--- config.mk ---
export PLATFORM = sky130hd
export DESIGN_NAME = byte_regfile_wr_flat
export DESIGN_NICKNAME = d
export VERILOG_FILES = /design/src/rtl/byte_regfile_wr_pkg.sv /design/src/rtl/byte_regfile_wr_if.sv /design/src/rtl/byte_regfile_wr_wdec.sv /design/src/rtl/byte_regfile_wr.sv /design/src/flat_wrapper.sv
export SDC_FILE = /design/constraint.sdc
export NUM_CORES = 1
export LEC_CHECK = 0
export CAP_MARGIN = 20
export CORE_ASPECT_RATIO = 0.6
export CORE_MARGIN = 2
export CORE_UTILIZATION = 35
export DETAILED_ROUTE_END_ITERATION = 10
export GPL_TIMING_DRIVEN = 0
export RECOVER_POWER = 50
export SLEW_MARGIN = 20
export SYNTH_ARGS = -nofsm -noshare
export SYNTH_HDL_FRONTEND = slang
export SYNTH_SLANG_ARGS = --single-unit
--- constraint.sdc ---
create_clock -name clk -period 3.15 [get_ports clk]
set_input_delay 0.315 -clock clk [delete_from_list [all_inputs] [get_ports clk]]
set_output_delay 0.315 -clock clk [all_outputs]
set_load 0.02 [all_outputs]
--- src/rtl/byte_regfile_wr_pkg.sv ---
`default_nettype none
// +--------------------------------------------------------------------------+
// | Module      : byte_regfile_wr_pkg                                        |
// | Description : Shared defaults and FSM state encoding for the byte        |
// |               register bank write side.                                  |
// | Revision    : 1.0 - initial release                                      |
// +--------------------------------------------------------------------------+
package byte_regfile_wr_pkg;

    localparam int DEF_DATA_W = 8;
    localparam int DEF_ADDR_W = 3;
    localparam logic [7:0] DEF_CLR_VAL = 8'h00;

    typedef enum logic [0:0] {
        ST_IDLE  = 1'b0,
        ST_CLEAR = 1'b1
    } state_t;

endpackage
`default_nettype wire

--- src/rtl/byte_regfile_wr_if.sv ---
`default_nettype none
// +--------------------------------------------------------------------------+
// | Module      : byte_regfile_wr_if                                         |
// | Description : Write handshake, clear control and read port bundle of     |
// |               the byte register bank.                                    |
// |   master : control/ALU side (drives write, clear, read addresses)        |
// |   slave  : register bank (drives ready, busy, read data, dirty)          |
// | Revision    : 1.0 - initial release                                      |
// +--------------------------------------------------------------------------+
interface byte_regfile_wr_if
    import byte_regfile_wr_pkg::*;
#(
    parameter int DATA_W = DEF_DATA_W,
    parameter int ADDR_W = DEF_ADDR_W,
    parameter int NREG   = 8
);
    logic              wr_valid;
    logic              wr_ready;
    logic [ADDR_W-1:0] wr_addr;
    logic [DATA_W-1:0] wr_data;
    logic              clr_req;
    logic              clr_busy;
    logic [ADDR_W-1:0] rd_addr_a;
    logic [DATA_W-1:0] rd_data_a;
    logic [ADDR_W-1:0] rd_addr_b;
    logic [DATA_W-1:0] rd_data_b;
    logic [NREG-1:0]   dirty;

    modport master (
        output wr_valid, wr_addr, wr_data, clr_req, rd_addr_a, rd_addr_b,
        input  wr_ready, clr_busy, rd_data_a, rd_data_b, dirty
    );

    modport slave (
        input  wr_valid, wr_addr, wr_data, clr_req, rd_addr_a, rd_addr_b,
        output wr_ready, clr_busy, rd_data_a, rd_data_b, dirty
    );
endinterface
`default_nettype wire

--- src/rtl/byte_regfile_wr_wdec.sv ---
`default_nettype none
// +--------------------------------------------------------------------------+
// | Module      : regfile_wdec                                               |
// | Description : Address + enable to one-hot register write strobe.        |
// |   i_addr   : register address                                            |
// |   i_en     : strobe enable                                               |
// |   o_strobe : one-hot write strobe, all zero when disabled                |
// | Revision    : 1.0 - initial release                                      |
// +--------------------------------------------------------------------------+
module regfile_wdec #(
    parameter int ADDR_W = 3,
    parameter int NREG   = 8
) (
    input  wire logic [ADDR_W-1:0] i_addr,
    input  wire logic              i_en,
    output logic      [NREG-1:0]   o_strobe
);
    always_comb begin
        o_strobe = '0;
        if (i_en) begin
            o_strobe[i_addr] = 1'b1;
        end
    end
endmodule
`default_nettype wire

--- src/rtl/byte_regfile_wr.sv ---
`default_nettype none
// +--------------------------------------------------------------------------+
// | Module      : byte_regfile_wr                                            |
// | Description : Write side of the datapath byte register bank. NREG       |
// |               registers with a valid/ready write port, a sequenced       |
// |               bank clear (one register per cycle) and two combinational  |
// |               read ports with optional write-to-read bypass.             |
// |   clk  : system clock, rising edge                                       |
// |   rst  : synchronous active-high reset                                   |
// |   bus  : write/clear/read bundle (slave modport)                         |
// | Revision    : 1.0 - initial release                                      |
// +--------------------------------------------------------------------------+
module byte_regfile_wr
    import byte_regfile_wr_pkg::*;
#(
    parameter int                DATA_W  = DEF_DATA_W,
    parameter int                ADDR_W  = DEF_ADDR_W,
    parameter int                NREG    = 8,
    parameter bit                BYPASS  = 1'b1,
    parameter logic [DATA_W-1:0] CLR_VAL = DEF_CLR_VAL
) (
    input wire logic          clk,
    input wire logic          rst,
    byte_regfile_wr_if.slave  bus
);
    localparam logic [ADDR_W-1:0] c_PTR_LAST = ADDR_W'(NREG - 1);

    state_t            r_state;
    state_t            w_state_nxt;
    logic [ADDR_W-1:0] r_ptr;
    logic [DATA_W-1:0] r_regs [NREG];
    logic [NREG-1:0]   r_dirty;

    logic              w_wr_ready;
    logic              w_clr_busy;
    logic              w_wr_accept;
    logic [NREG-1:0]   w_stb_wr;
    logic [NREG-1:0]   w_stb_clr;

    // State register
    always_ff @(posedge clk) begin
        if (rst) begin
            r_state <= ST_IDLE;
        end else begin
            r_state <= w_state_nxt;
        end
    end

    // Next state and state-decoded outputs
    always_comb begin
        w_state_nxt = r_state;
        w_wr_ready  = (r_state == ST_IDLE);
        w_clr_busy  = (r_state == ST_CLEAR);
        case (r_state)
            ST_IDLE: begin
                if (bus.clr_req) begin
                    w_state_nxt = ST_CLEAR;
                end
            end
            ST_CLEAR: begin
                // clr_req is not looked at here, so a repeat request can
                // neither restart nor stretch the sequence.
                if (r_ptr == c_PTR_LAST) begin
                    w_state_nxt = ST_IDLE;
                end
            end
            default: w_state_nxt = ST_IDLE;
        endcase
    end

    // Clear pointer: held at zero outside CLEAR so each sequence starts at
    // register 0; wraps back to zero on its own after the last register.
    always_ff @(posedge clk) begin
        if (rst || (r_state != ST_CLEAR)) begin
            r_ptr <= '0;
        end else begin
            r_ptr <= r_ptr + ADDR_W'(1);
        end
    end

    assign w_wr_accept = bus.wr_valid & w_wr_ready;

    regfile_wdec #(
        .ADDR_W (ADDR_W),
        .NREG   (NREG)
    ) u_wdec_wr (
        .i_addr   (bus.wr_addr),
        .i_en     (w_wr_accept),
        .o_strobe (w_stb_wr)
    );

    regfile_wdec #(
        .ADDR_W (ADDR_W),
        .NREG   (NREG)
    ) u_wdec_clr (
        .i_addr   (r_ptr),
        .i_en     (w_clr_busy),
        .o_strobe (w_stb_clr)
    );

    // Register storage; the clear strobe wins the data select.
    always_ff @(posedge clk) begin
        for (int i = 0; i < NREG; i++) begin
            if (rst) begin
                r_regs[i]  <= CLR_VAL;
                r_dirty[i] <= 1'b0;
            end else if (w_stb_clr[i]) begin
                r_regs[i]  <= CLR_VAL;
                r_dirty[i] <= 1'b0;
            end else if (w_stb_wr[i]) begin
                r_regs[i]  <= bus.wr_data;
                r_dirty[i] <= 1'b1;
            end
        end
    end

    // Combinational read ports; bypass forwards only host writes, never
    // clear writes.
    always_comb begin
        bus.rd_data_a = r_regs[bus.rd_addr_a];
        bus.rd_data_b = r_regs[bus.rd_addr_b];
        if (BYPASS && w_wr_accept && (bus.rd_addr_a == bus.wr_addr)) begin
            bus.rd_data_a = bus.wr_data;
        end
        if (BYPASS && w_wr_accept && (bus.rd_addr_b == bus.wr_addr)) begin
            bus.rd_data_b = bus.wr_data;
        end
    end

    assign bus.wr_ready = w_wr_ready;
    assign bus.clr_busy = w_clr_busy;
    assign bus.dirty    = r_dirty;

endmodule
`default_nettype wire
--- src/flat_wrapper.sv ---
// flat-port wrapper written by rule: the top's interface ports become plain ports
module byte_regfile_wr_flat import byte_regfile_wr_pkg::*;
#(
    parameter int                DATA_W  = DEF_DATA_W,
    parameter int                ADDR_W  = DEF_ADDR_W,
    parameter int                NREG    = 8,
    parameter bit                BYPASS  = 1'b1,
    parameter logic [DATA_W-1:0] CLR_VAL = DEF_CLR_VAL
)
  (clk, rst, bus_wr_valid, bus_wr_addr, bus_wr_data, bus_clr_req, bus_rd_addr_a, bus_rd_addr_b, bus_wr_ready, bus_clr_busy, bus_rd_data_a, bus_rd_data_b, bus_dirty);
  byte_regfile_wr_if #(.DATA_W(DATA_W), .ADDR_W(ADDR_W), .NREG(NREG)) bus_i ();
  input wire logic clk;
  input wire logic rst;
  input wire logic [$bits(bus_i.wr_valid)-1:0] bus_wr_valid;
  input wire logic [$bits(bus_i.wr_addr)-1:0] bus_wr_addr;
  input wire logic [$bits(bus_i.wr_data)-1:0] bus_wr_data;
  input wire logic [$bits(bus_i.clr_req)-1:0] bus_clr_req;
  input wire logic [$bits(bus_i.rd_addr_a)-1:0] bus_rd_addr_a;
  input wire logic [$bits(bus_i.rd_addr_b)-1:0] bus_rd_addr_b;
  output wire logic [$bits(bus_i.wr_ready)-1:0] bus_wr_ready;
  output wire logic [$bits(bus_i.clr_busy)-1:0] bus_clr_busy;
  output wire logic [$bits(bus_i.rd_data_a)-1:0] bus_rd_data_a;
  output wire logic [$bits(bus_i.rd_data_b)-1:0] bus_rd_data_b;
  output wire logic [$bits(bus_i.dirty)-1:0] bus_dirty;
  assign bus_i.wr_valid = bus_wr_valid;
  assign bus_i.wr_addr = bus_wr_addr;
  assign bus_i.wr_data = bus_wr_data;
  assign bus_i.clr_req = bus_clr_req;
  assign bus_i.rd_addr_a = bus_rd_addr_a;
  assign bus_i.rd_addr_b = bus_rd_addr_b;
  assign bus_wr_ready = bus_i.wr_ready;
  assign bus_clr_busy = bus_i.clr_busy;
  assign bus_rd_data_a = bus_i.rd_data_a;
  assign bus_rd_data_b = bus_i.rd_data_b;
  assign bus_dirty = bus_i.dirty;
  byte_regfile_wr #(.DATA_W(DATA_W), .ADDR_W(ADDR_W), .NREG(NREG), .BYPASS(BYPASS), .CLR_VAL(CLR_VAL)) u_core (.clk(clk), .rst(rst), .bus(bus_i));
endmodule
==> reports/qor.txt, run 1 <==
synth unique cells - 30
via/cell ratio - 5.13
total CTS buffers - 9
Slew @ Worst Pin - 1.44 ns
EDFF count, synth - 64
WP data arrival - 2.66 ns
first-pass iteration count of the detailed router - 5
P_leak - 0.00192 uW
Pwr Density - 498 nW/um2
Die ar. - 13,100 um2
Chip Height - 89.6 um
mapped cell area - 4270 um2
PortBufs - 38
critical path class - input pin to primary output
Max Transition Viols Final - 0
Final TNS setup - 0 ns
WP data required - 2.83 ns
Critical R2R Launch - u_core.bus.clr_busy$_SDFF_PP0_
latest clock arrival within the worst-skew pair - 0.34 ns
layout cells sized above 1 - 0.205
CP startpoint kind - input pin
DRT Wirelength - 10.6 mm
nets - 365
post-synthesis async set-or-reset flop share - 0
routed wire length per instance - 20.6 um
Mapped Nets - 311
CP Capture Type - primary output
Slew headroom - 0.0344
Syn. warnings - 0
Yosys reg bits - 76
Final Hold Fails - 0
Final WS setup - 0.170 ns
vias in the first global route - 2,788
CTS tree - yes
most common cell after layout, fill and taps aside - edfxtp_1
internal reg-to-reg setup slack - 0.63 ns
critical path's largest stage delay - 0.56 ns
H-tree depth - 3
antenna violations before repair - 0
largest net degree at the start of global routing - 14
vias - 2,628
GRT Total Usage - 0.172
DRC viols - 0
core box area - 12,000 um2
fin crit share - 0.946
clk buf depth - 2
R2R cell count - 5
Congestion Overflow GR - 0
HP Class - register to register
RSZ-0062 raised after global routing - no
number of diodes - 0
critical path peak fanout - 10
Final ANT Viol Nets - 0
Syn Inst Count - 288
Layout Utilization - 0.432
critical path's slowest cell - clkdlybuf4s50_1
clk sinks - 76
Worst Hold End - u_core.bus.dirty[3]$_SDFFE_PP0P_
pre-CTS WS - -0.0542 ns
final setup fails - 0
first-pass GRT wire length - 16.2 mm
Main synth FF type - edfxtp_1
worst path cell trace - clkbuf_1, clkbuf_2, mux4_1, mux2_2, mux2_2, clkdlybuf4s50_1
WHS Path Cells - 1
Min-Delay Startpoint - u_core.bus.dirty[3]$_SDFFE_PP0P_
max_cap viols - 0
register area share after synthesis - 0.506
status - finished, final reports clean
initial drt markers - 132
Placer Congestion - 0.756
Hold Buf Count CTS - 0
# IOs - 47
fill cell count - 1,104
clk root buf - clkbuf_16
Area Overhead vs Synth - 21.1%
clock transition at the registers of the reported paths - 0.05 ns
FMAX - 0.336 GHz
reg2reg end - u_core.r_regs[2][6]$_SDFFCE_PN0P_
Setup Skew - 0.00559 ns
starting density of the core - 0.357
most frequent cells in the layout - edfxtp_1 (64), and2_0 (34), mux2_2 (30), and2_1 (30), clkdlybuf4s50_1 (27)
Tmin final - 2.98 ns
crit-path most repeated cell - mux2_2
HPWL Detailed - 7.58 mm
Synth Area per Inst - 14.8 um2
peak supply drop - 0.281 mV
row count - 31
chip width - 147 um
Tot Pwr - 2580 uW
how the worst max path moves through the flow:
| stage | startpoint | to | slack (ns) | cells past startpoint |
|---|---|---|---|---|
| finish | bus_rd_addr_a[1] | bus_rd_data_a[4] | 0.17 | 6 |
| global route | u_core.bus.clr_busy$_SDFF_PP0_ | bus_rd_data_a[3] | 0.04 | 5 |
| CTS | u_core.bus.clr_busy$_SDFF_PP0_ | bus_rd_data_b[5] | 0.11 | 5 |
| detailed placement | bus_rd_addr_b[1] | bus_rd_data_b[3] | -0.05 | 6 |
| global placement | bus_rd_addr_a[1] | bus_rd_data_a[4] | -0.06 | 6 |
| floorplan | bus_rd_addr_a[1] | bus_rd_data_a[0] | 1.02 | 5 |
critical path, delay by kind of cell:
kind / cells / cell delay, ns
buffers and inverters: 3 / 1.38
multiplexers: 3 / 0.96
cell usage after synthesis, types with 4 or more instances:
cell | number | area share
clkbuf_1 | 10 | 0.0088
nor2b_1 | 5 | 0.0073
buf_6 | 4 | 0.011
xnor2_1 | 6 | 0.012
mux2_2 | 30 | 0.079
nor2_1 | 8 | 0.0070
nor3_1 | 7 | 0.0082
o21a_1 | 8 | 0.014
and2_1 | 64 | 0.094
mux4_1 | 18 | 0.11
mux4_2 | 14 | 0.074
o21ai_0 | 6 | 0.0070
a21oi_1 | 4 | 0.0047
dfxtp_1 | 12 | 0.056
nand2b_1 | 4 | 0.0059
edfxtp_1 | 64 | 0.45
a31oi_1 | 4 | 0.0059
state kept, by name (all words and copies together) (netlist names):
| name | flops |
|---|---|
| u_core.r_ptr | 3 |
| u_core.bus.clr_busy | 1 |
| u_core.r_regs | 64 |
| u_core.bus.dirty | 8 |
cell families after synthesis:
family / Yosys count / synth area share
AO/OA/AOI/OAI: 23 / 0.0337
XOR/XNOR: 6 / 0.0123
adder cells (fa/ha/maj): 2 / 0.00586
buffers and inverters: 18 / 0.0307
flip-flops: 76 / 0.506
multiplexers: 64 / 0.271
AND/OR/NAND/NOR: 99 / 0.141
cell type report:
| type | instances | area (um2) | area share |
|---|---|---|---|
| clock buffer | 9 | 225 | 0.0435 |
| sequential | 76 | 2160 | 0.418 |
| clock inverter | 7 | 67.6 | 0.0131 |
| timing repair buffer | 43 | 410 | 0.0793 |
| multi-input combinational | 194 | 1970 | 0.381 |
| tap | 165 | 206 | 0.0399 |
| inverter | 1 | 3.75 | 0.000726 |
| buffer | 17 | 129 | 0.0249 |
per-layer routing:
| layer | part of all wire | track usage | vias up |
|---|---|---|---|
| met2 | 0.43 | 0.271 | 96 |
| met1 | 0.47 | 0.238 | 1293 |
| met3 | 0.085 | 0.0480 | 11 |
| met5 | 0 | 0 | - |
| met4 | 0.010 | 0.0494 | 0 |
| li1 | - | - | 1228 |
per-stage QoR:
stage | instance area, um2 | hold WS (ns) | std cells
3_5_place_dp | 4900 | 0.456 | 495
3_3_place_gp | 4860 | 0.455 | 491
2_1_floorplan | 4270 | 0.458 | 288
5_1_grt | 5170 | 0.497 | 512
6_report | 5170 | 0.464 | 512
4_1_cts | 5200 | 0.473 | 511
report_power, final:
part / internal [uW] / switching [uW]
sequential: 1140 / 20.8
combinational: 200 / 202
clock: 609 / 410
total: 1950 / 633
what timing repair did:
item / CTS / global route
setup buffers: 0 / 1
pin swaps: 0 / 1
resized for setup: 2 / 0
setup endpoints to repair: 15 / 4
No activity file was read; power rests on OpenSTA's default activity.
==> run 2: changes to the inputs <==
--- a/config.mk
+++ b/config.mk
@@ -12,7 +12,8 @@
 export DETAILED_ROUTE_END_ITERATION = 10
 export GPL_TIMING_DRIVEN = 0
 export RECOVER_POWER = 50
-export SLEW_MARGIN = 20
+export SKIP_LAST_GASP = 1
+export SLEW_MARGIN = 10
 export SYNTH_ARGS = -nofsm -noshare
 export SYNTH_HDL_FRONTEND = slang
 export SYNTH_SLANG_ARGS = --single-unit
==> reports/qor.txt, run 2 (synthesized netlist as in run 1, its figures left out) <==
Max Transition Viols Final - 0
Final Cell Area - 5190 um2
DRC viols - 0
CTS tree - yes
Die ar. - 13,100 um2
core box area - 12,000 um2
critical path class - input pin to primary output
FMAX - 0.334 GHz
H-tree depth - 3
max_cap viols - 1
vias in the first global route - 2,828
initial drt markers - 133
Hold Buf Count CTS - 0
most flop-heavy register - u_core.r_regs
fin crit share - 0.951
final setup fails - 0
HP Class - register to register
Slew headroom - 0.0196
# IOs - 47
starting density of the core - 0.357
layout cells sized above 1 - 0.199
routed wire length per instance - 20.5 um
most common cell after layout, fill and taps aside - edfxtp_1
worst path buffer plus inverter count - 3
clock transition at the registers of the reported paths - 0.06 ns
HPWL Detailed - 7.56 mm
first-pass GRT wire length - 16.3 mm
final cell count without fillers - 512
critical path peak fanout - 10
DRT Wirelength - 10.5 mm
Final Hold Fails - 0
CP startpoint kind - input pin
latest clock arrival within the worst-skew pair - 0.33 ns
Chip Height - 89.6 um
vias - 2,668
RSZ-0062 raised after global routing - no
chip width - 147 um
clk root buf - clkbuf_16
Tot Pwr - 2620 uW
largest net degree at the start of global routing - 13
Setup Skew - 0.00542 ns
violated checks - capacitance limit
antenna violations before repair - 0
worst path cell trace - clkbuf_1, clkbuf_2, mux4_1, mux2_2, mux2_4, clkdlybuf4s50_1
row count - 31
GRT Total Usage - 0.173
total CTS buffers - 9
Placer Congestion - 0.756
critical path's largest stage delay - 0.55 ns
Area Overhead vs Synth - 21.4%
Pwr Density - 506 nW/um2
status - finished with violations
clk sinks - 76
most frequent cells in the layout - edfxtp_1 (64), and2_1 (35), mux2_2 (30), and2_0 (29), clkdlybuf4s50_1 (27)
Slew @ Worst Pin - 1.46 ns
Setup crit start - bus_rd_addr_a[1]
Final ANT Viol Nets - 0
Hold WS - 0.478 ns
PortBufs - 38
Top delay family on crit path - buffers and inverters
Min-Delay Startpoint - u_core.bus.dirty[4]$_SDFFE_PP0P_
placed cell area - 4900 um2
via/cell ratio - 5.21
critical path's slowest cell - clkdlybuf4s50_1
Critical R2R Launch - u_core.bus.clr_busy$_SDFF_PP0_
P_leak - 0.00192 uW
max reg flops - 64
peak supply drop - 0.280 mV
first-pass iteration count of the detailed router - 4
Inst Count DP - 495
nets - 366
number of diodes - 0
clk buf depth - 2
WP data required - 2.83 ns
Tmin final - 3.00 ns
WP data arrival - 2.68 ns
Congestion Overflow GR - 0
CP Capture Type - primary output
[run 2: cell types whose count changed in the layout (fill, tap and decap cells not counted), sizes merged]
| cell | change |
|---|---|
| clkinv | -2 |
| clkbuf | +2 |
| buf | -1 |
| bufinv | +1 |
[run 2: layer usage]
metal | routed length (um) | track usage | vias to the layer above | share of wire
li1 | - | - | 1229 | -
met4 | 78 | 0.0459 | 0 | 0.0074
met1 | 4930 | 0.239 | 1322 | 0.47
met5 | 0 | 0 | - | 0
met3 | 960 | 0.0480 | 8 | 0.092
met2 | 4520 | 0.274 | 109 | 0.43
[run 2: worst register-to-register path, stage by stage (launching register included)]
cell,delay [ns]
dfxtp_1,0.31
clkbuf_1,0.21
or3b_1,0.42
clkbuf_1,0.21
nor3_1,1.01
and2_0,0.23
[run 2: final timing paths]
kind         slack (ns)  cells after the start                                 to
min reg2reg        0.48                      1   u_core.bus.dirty[4]$_SDFFE_PP0P_
min                0.48                      1   u_core.bus.dirty[4]$_SDFFE_PP0P_
max reg2reg        0.61                      5  u_core.r_regs[2][1]$_SDFFCE_PN0P_
max                0.15                      6                   bus_rd_data_a[5]
[run 2: timing repair]
| item | 4_1_cts | 5_1_grt |
|---|---|---|
| pin swaps | 0 | 1 |
| setup endpoints to repair | 16 | 3 |
| buffers inserted | 0 | 1 |
| gates resized for setup | 2 | 0 |
[run 2: through the flow]
stage	utilization	setup WS, ns	TNS [ns]
finish	0.433	0.155	0
global route	0.433	0.0528	0
CTS	0.435	0.114	0
detailed placement	0.409	-0.0951	-0.593
global placement	0.405	-0.0632	-0.535
floorplan	-	1.02	0
[run 2: layout make-up]
cell class / count / area (um2)
Multi-Input combinational cell: 194 / 1970
Buffer: 17 / 129
Tap cell: 165 / 206
Clock buffer: 9 / 225
Inverter: 1 / 3.75
Timing Repair Buffer: 44 / 410
Fill cell: 1084 / 6800
Clock inverter: 6 / 80.1
Sequential cell: 76 / 2160
[run 2: where the power goes]
part | switching, uW | total [uW] | internal [uW]
clock network | 383 | 1060 | 681
registers | 20.8 | 1160 | 1140
logic | 202 | 401 | 199
total | 606 | 2620 | 2020
==> variant 1: new RTL, settings of run 1 <==
`BYPASS` is set to 1'b1 in 2 places; all go to 1'b0.
--- a/src/rtl/byte_regfile_wr.sv
+++ b/src/rtl/byte_regfile_wr.sv
@@ -16,7 +16,7 @@
     parameter int                DATA_W  = DEF_DATA_W,
     parameter int                ADDR_W  = DEF_ADDR_W,
     parameter int                NREG    = 8,
-    parameter bit                BYPASS  = 1'b1,
+    parameter bit                BYPASS  = 1'b0,
     parameter logic [DATA_W-1:0] CLR_VAL = DEF_CLR_VAL
 ) (
     input wire logic          clk,
--- a/src/flat_wrapper.sv
+++ b/src/flat_wrapper.sv
@@ -4,7 +4,7 @@
     parameter int                DATA_W  = DEF_DATA_W,
     parameter int                ADDR_W  = DEF_ADDR_W,
     parameter int                NREG    = 8,
-    parameter bit                BYPASS  = 1'b1,
+    parameter bit                BYPASS  = 1'b0,
     parameter logic [DATA_W-1:0] CLR_VAL = DEF_CLR_VAL
 )
   (clk, rst, bus_wr_valid, bus_wr_addr, bus_wr_data, bus_clr_req, bus_rd_addr_a, bus_rd_addr_b, bus_wr_ready, bus_clr_busy, bus_rd_data_a, bus_rd_data_b, bus_dirty);
Formal check against the unedited RTL: not equivalent (a bounded check fails within 4 cycles, from zero or initial values and one cycle with rst high).
==> variant 1 against run 1 <==
  * Combinational power decreased by 18%
  * Power is 1.0% lower
  * Final area decreased by 4.3%
  * Wire length is 13% lower
  * Sequential share of layout area grew 1.9 points
  * Utilization grew 0.66 points
  * Worst setup slack better by 0.39 ns
  * Highest routed layer unchanged
  * Sequential cell count stayed put
  * Synthesized area shrank 5.0%
  * Largest cell class unchanged
  * Critical path depth down 1
  * Critical path type unchanged
  * Count of clock-buffer cells in the layout grew 2
  * Register-to-register slack improved by 0.19 ns
==> variant 1: results (changes against run 1) <==
cts_resized: 0  # was 2
netlist_top_cells_area: "edfxtp_1 (47%), mux4_1 (19%), and2_1 (9.9%), dfxtp_1 (5.9%), mux2_2 (4.4%)"  # was edfxtp_1 (45%), mux4_1 (11%), and2_1 (9.4%), mux2_2 (7.9%), mux4_2 (7.4%)
syn_area_per_cell_sq_um: 15.55  # was 14.84 sq um
place_ws_ns: 0.4916  # was -0.05420 ns
setup-tns-final_ns: 0  # unchanged
ir_drop_mv: 0.2868  # was 0.2809 mV
drtIter0Drc: 172  # was 132
cts_inserted_buffers: 9  # unchanged
dp_hpwl_mm: 6.780  # was 7.578 mm
place_area_sq_um: 4673  # was 4902 sq um
postCtsSetupBuffers: 0  # unchanged
portBuffers: 40  # was 38
antenna_found_initial: 0  # unchanged
routed_wirelength_mm: 9.182  # was 10.56 mm
max-clock-path-buffers: 2  # unchanged
drive_above_1_share: 0.1285  # was 0.2046
async_reset_ff_frac: 0  # unchanged
synth_nets: 284  # was 311
place_congestion: 0.7419  # was 0.7563
largest-register: "u_core.r_regs"  # unchanged
synth_seq_area_share: 0.5328  # was 0.5060
hp-class: "flop to flop"  # unchanged
grt_first_pass_wirelength_mm: 14.16  # was 16.22 mm
p_leak_nw: 1.869  # was 1.915 nW
ys_top_cells_by_count: "and2_1 (64), edfxtp_1 (64), mux4_1 (29)"  # was and2_1 (64), edfxtp_1 (64), mux2_2 (30)
synth_flop_cell: "edfxtp_1"  # unchanged
grt_max_degree: 13  # was 14
relSlewSlack: 0.3364  # was 0.03436
root_buffer: "clkbuf_16"  # unchanged
antenna_cells: 0  # unchanged
cp.arrival_ns: 2.28  # was 2.66 ns
critPathMaxFanout: 10  # unchanged
wl_per_cell_microns: 19.17  # was 20.63 microns
final_nets: 337  # was 365
clock_latency_ns: 0.33
status: "complete, no violations"  # unchanged
first_pass_iters: 4  # was 5
placed_cells: 463  # was 495
clock_skew_ns: 0.003595  # was 0.005589 ns
cts.reportedPaths.clkPinSlew_ns: 0.05  # about the same
grt_usage: 0.1610  # was 0.1724
synth_edf_count: 64  # unchanged
vias: 2412  # was 2628
largest_reg_flops: 64  # unchanged
ys_types: 30  # unchanged
yosysWarnings: 0  # unchanged
htreeDepth: 3  # unchanged
grt_pass1_vias: 2464  # was 2788
## variant 1: worst paths after layout
path / start / to / slack [ns] / cells past startpoint
max: bus_rd_addr_b[2] / bus_rd_data_b[2] / 0.56 / 5
min: u_core.bus.dirty[7] / u_core.bus.dirty[7] / 0.46 / 1
max reg2reg: u_core.bus.clr_busy / u_core.r_regs[1][2] / 0.82 / 4
min reg2reg: u_core.bus.dirty[7] / u_core.bus.dirty[7] / 0.46 / 1
## variant 1: area by class of cell
cell class              count  area [sq um]
repair buffers             42         415.4
clock buffers              11         232.7
plain buffers              13         98.84
multi-input cells         171          1763
fillers                  1027          6346
well taps                 160         200.2
flip-flops and latches     76          2162
clock inverters             5         76.32
inverters                   1         3.754
## variant 1: layer usage
metal  GRT usage  up-vias  routed length, microns
met5           0        -                       0
met4     0.04680        0                      89
met3     0.04838        6                     489
met2      0.2492       70                    4159
met1      0.2206     1202                    4444
li1            -     1134                       -
## variant 1: through the flow
stage,util,hold WS (ns),power [mW]
2_1_floorplan,-,0.4582,1.370
3_3_place_gp,0.4123,0.4591,1.511
3_5_place_dp,0.4136,0.4612,1.519
4_1_cts,0.4410,0.4798,2.582
5_1_grt,0.4383,0.4993,2.643
6_report,0.4383,0.4648,2.552
## variant 1: logic make-up (layout without fill, tap and decap cells)
family / count (synthesis) / after routing / share of synthesized area
compound gates: 23 / 23 / 0.03546
fa+ha+maj: 2 / 2 / 0.006166
buf+inv: 14 / 72 / 0.02713
flops: 76 / 76 / 0.5328
mux: 48 / 48 / 0.2488
simple gates: 98 / 98 / 0.1495
## variant 1: report_power, final
part / internal, mW / switching (mW)
Clock: 0.689 / 0.375
Combinational: 0.163 / 0.166
Sequential: 1.14 / 0.0211
## variant 1: worst max-delay path, cell delays in order
cell and delay, ns:
clkbuf_1 0.37, buf_2 0.37, mux4_1 0.37, mux2_2 0.30, clkdlybuf4s50_1 0.54
==> variant 2: new RTL, config.mk and constraints of run 1 <==
Made on the original files. Reset style: asynchronous (`rst`), changed in one clocked block. Comments in the files are not updated.
--- a/src/rtl/byte_regfile_wr.sv
+++ b/src/rtl/byte_regfile_wr.sv
@@ -38,7 +38,7 @@
     logic [NREG-1:0]   w_stb_clr;
 
     // State register
-    always_ff @(posedge clk) begin
+    always_ff @(posedge clk or posedge rst) begin
         if (rst) begin
             r_state <= ST_IDLE;
         end else begin
Formal check against the unedited RTL: differs if rst is asserted again (counterexample within 4 cycles, from zero or initial values and one cycle with rst high); with rst held inactive, the same outputs for 4 cycles.
==> variant 2 against run 1 <==
  * The flow now finishes with violations (capacitance limit, slew limit)
  * Sequential cell count unchanged
  * Register-to-register slack worse by 0.06 ns
  * Cell count down 0.20%
  * Wire length up 0.33%
  * Worst setup slack better by 0.0080 ns
  * Sequential share of layout area down 0.18 points
  * Critical endpoint is now bus_rd_data_b[1]
  * Worst hold slack worse by 0.21 ns
  * Final area up 0.68%
  * Power up 24%
  * Synthesized area down 0.23%
  * Synthesized cell count unchanged
  * Clock skew up 0.0035 ns
  * Highest routed layer unchanged
  * Critical path type unchanged
==> variant 2: results (changes against run 1) <==
synth_seq_area_share: 0.5084  # was 0.5060
synth.area.mux_share: 0.2712  # was 0.2706
nFillCells: 1073  # was 1104
async_reset_ff_frac: 0.01316  # was 0
netlist_top_cells_area: "edfxtp_1 (45%), mux4_1 (11%), and2_1 (9.4%), mux2_2 (7.9%), mux4_2 (7.4%)"  # unchanged
synth_fa_ha_area_frac: 0.005870  # was 0.005857
final_nets: 364  # was 365
status: "finished with violations"  # was complete, no violations
synth_nets: 311  # unchanged
grt_first_pass_wirelength_mm: 15.94  # was 16.22 mm
synth_edf_count: 64  # unchanged
portBuffers: 37  # was 38
violations: "capacitance limit, slew limit"
cts.reportedPaths.clkPinSlew_ns: 0.05  # about the same
drtIter0Drc: 216  # was 132
grt_usage: 0.1698  # was 0.1724
avgViaCountPerCell: 5.207  # was 5.133
antenna_found_initial: 0  # unchanged
root_buffer: "clkbuf_16"  # unchanged
hp-class: "input port to asynchronous set/reset pin"  # was flop to flop
antenna_cells: 0  # unchanged
clock_latency_ns: 0.33
wl_per_cell_microns: 20.73  # was 20.63 microns
cts_inserted_buffers: 9  # unchanged
routed_wirelength_mm: 10.60  # was 10.56 mm
p_leak_nw: 1.968  # was 1.915 nW
grt_max_degree: 14  # unchanged
first_pass_iters: 4  # was 5
finalMaxSlewViolations: 9  # was 0
synth-compound-area-share: 0.03375  # was 0.03367
ys_top_cells_by_count: "and2_1 (64), edfxtp_1 (64), mux2_2 (30)"  # unchanged
place_congestion: 0.7724  # was 0.7563
synth_xor_area_frac: 0.01233  # was 0.01230
ir_drop_mv: 0.2788  # was 0.2809 mV
clock_skew_ns: 0.009115  # was 0.005589 ns
synth_flop_cell: "edfxtp_1"  # unchanged
grt_pass1_vias: 2713  # was 2788
ys_types: 30  # unchanged
placed_cells: 493  # was 495
drive_above_1_share: 0.2081  # was 0.2046
slowest_delay_ns: 0.54  # was 0.56 ns
maxCapViolations: 1  # was 0
dp_hpwl_mm: 7.564  # was 7.578 mm
tightest_slew_ns: 1.539  # was 1.435 ns
[variant 2: cell count changes in the layout (fill, tap and decap cells not counted), sizes merged, moves of 2 or more]
cell           run 1  this run
clkbuf            22        24
and3               0         2
nor3b              2         0
bufinv             1         3
clkinv             5         3
[variant 2: worst paths after layout]
kind	to	slack, ns	from	cells past startpoint
worst max-delay path	bus_rd_data_b[1]	0.18	bus_rd_addr_b[1]	6
worst min-delay path	u_core.bus.clr_busy	0.25	rst	3
worst max register to register	u_core.r_regs[7][0]	0.57	u_core.bus.clr_busy	4
worst min register to register	u_core.bus.dirty[4]	0.47	u_core.bus.dirty[4]	1
max in group asynchronous	u_core.bus.clr_busy	2.78	rst	3
min in group clk	u_core.bus.dirty[4]	0.47	u_core.bus.dirty[4]	1
[variant 2: critical path: cells and delay by family]
kind	cells	cell delay, ns
buf+inv	3	1.40
mux	3	0.93
[variant 2: area by class of cell]
cell class | count | area (sq um) | share of cell area
plain buffers | 17 | 128.9 | 0.02474
repair buffers | 42 | 396.6 | 0.07615
multi-input cells | 193 | 1961 | 0.3764
inverters | 2 | 7.507 | 0.001441
clock buffers | 10 | 229.0 | 0.04396
flip-flops and latches | 76 | 2167 | 0.4160
well taps | 165 | 206.4 | 0.03963
clock inverters | 6 | 112.6 | 0.02162
[variant 2: kinds of logic after synthesis]
family,Yosys count
fa+ha+maj,2
mux,64
compound gates,23
buf+inv,19
simple gates,98
flops,76
xor+xnor,6
[variant 2: routing by layer]
metal	track usage	share of wire	vias to the layer above	wire (microns)
met2	0.2642	0.45	89	4738
met1	0.2411	0.48	1340	5047
li1	-	-	1228	-
met5	0	0	-	0
met3	0.04031	0.073	4	775
met4	0.04766	0.0030	0	32
[variant 2: where the power goes]
group	internal (mW)	switching (mW)	total [mW]
Clock	0.775	0.402	1.18
Combinational	0.352	0.324	0.676
Sequential	1.27	0.0816	1.35
[variant 2: timing repair]
action / 4_1_cts / 5_1_grt
endpoints found under the setup margin: 16 / 16
gates resized for setup: 2 / 0
endpoints found under the hold margin: 0 / 0
buffers inserted: 0 / 2
pin swaps: 0 / 2
[variant 2: per-stage QoR]
stage               setup slack, ns  TNS, ns  instance area (sq um)
floorplan                     1.018        0                   4263
global placement           -0.06249  -0.3803                   4840
detailed placement         -0.09803  -0.7290                   4875
CTS                         0.03444        0                   5219
global route                0.09430        0                   5209
finish                       0.1784        0                   5209
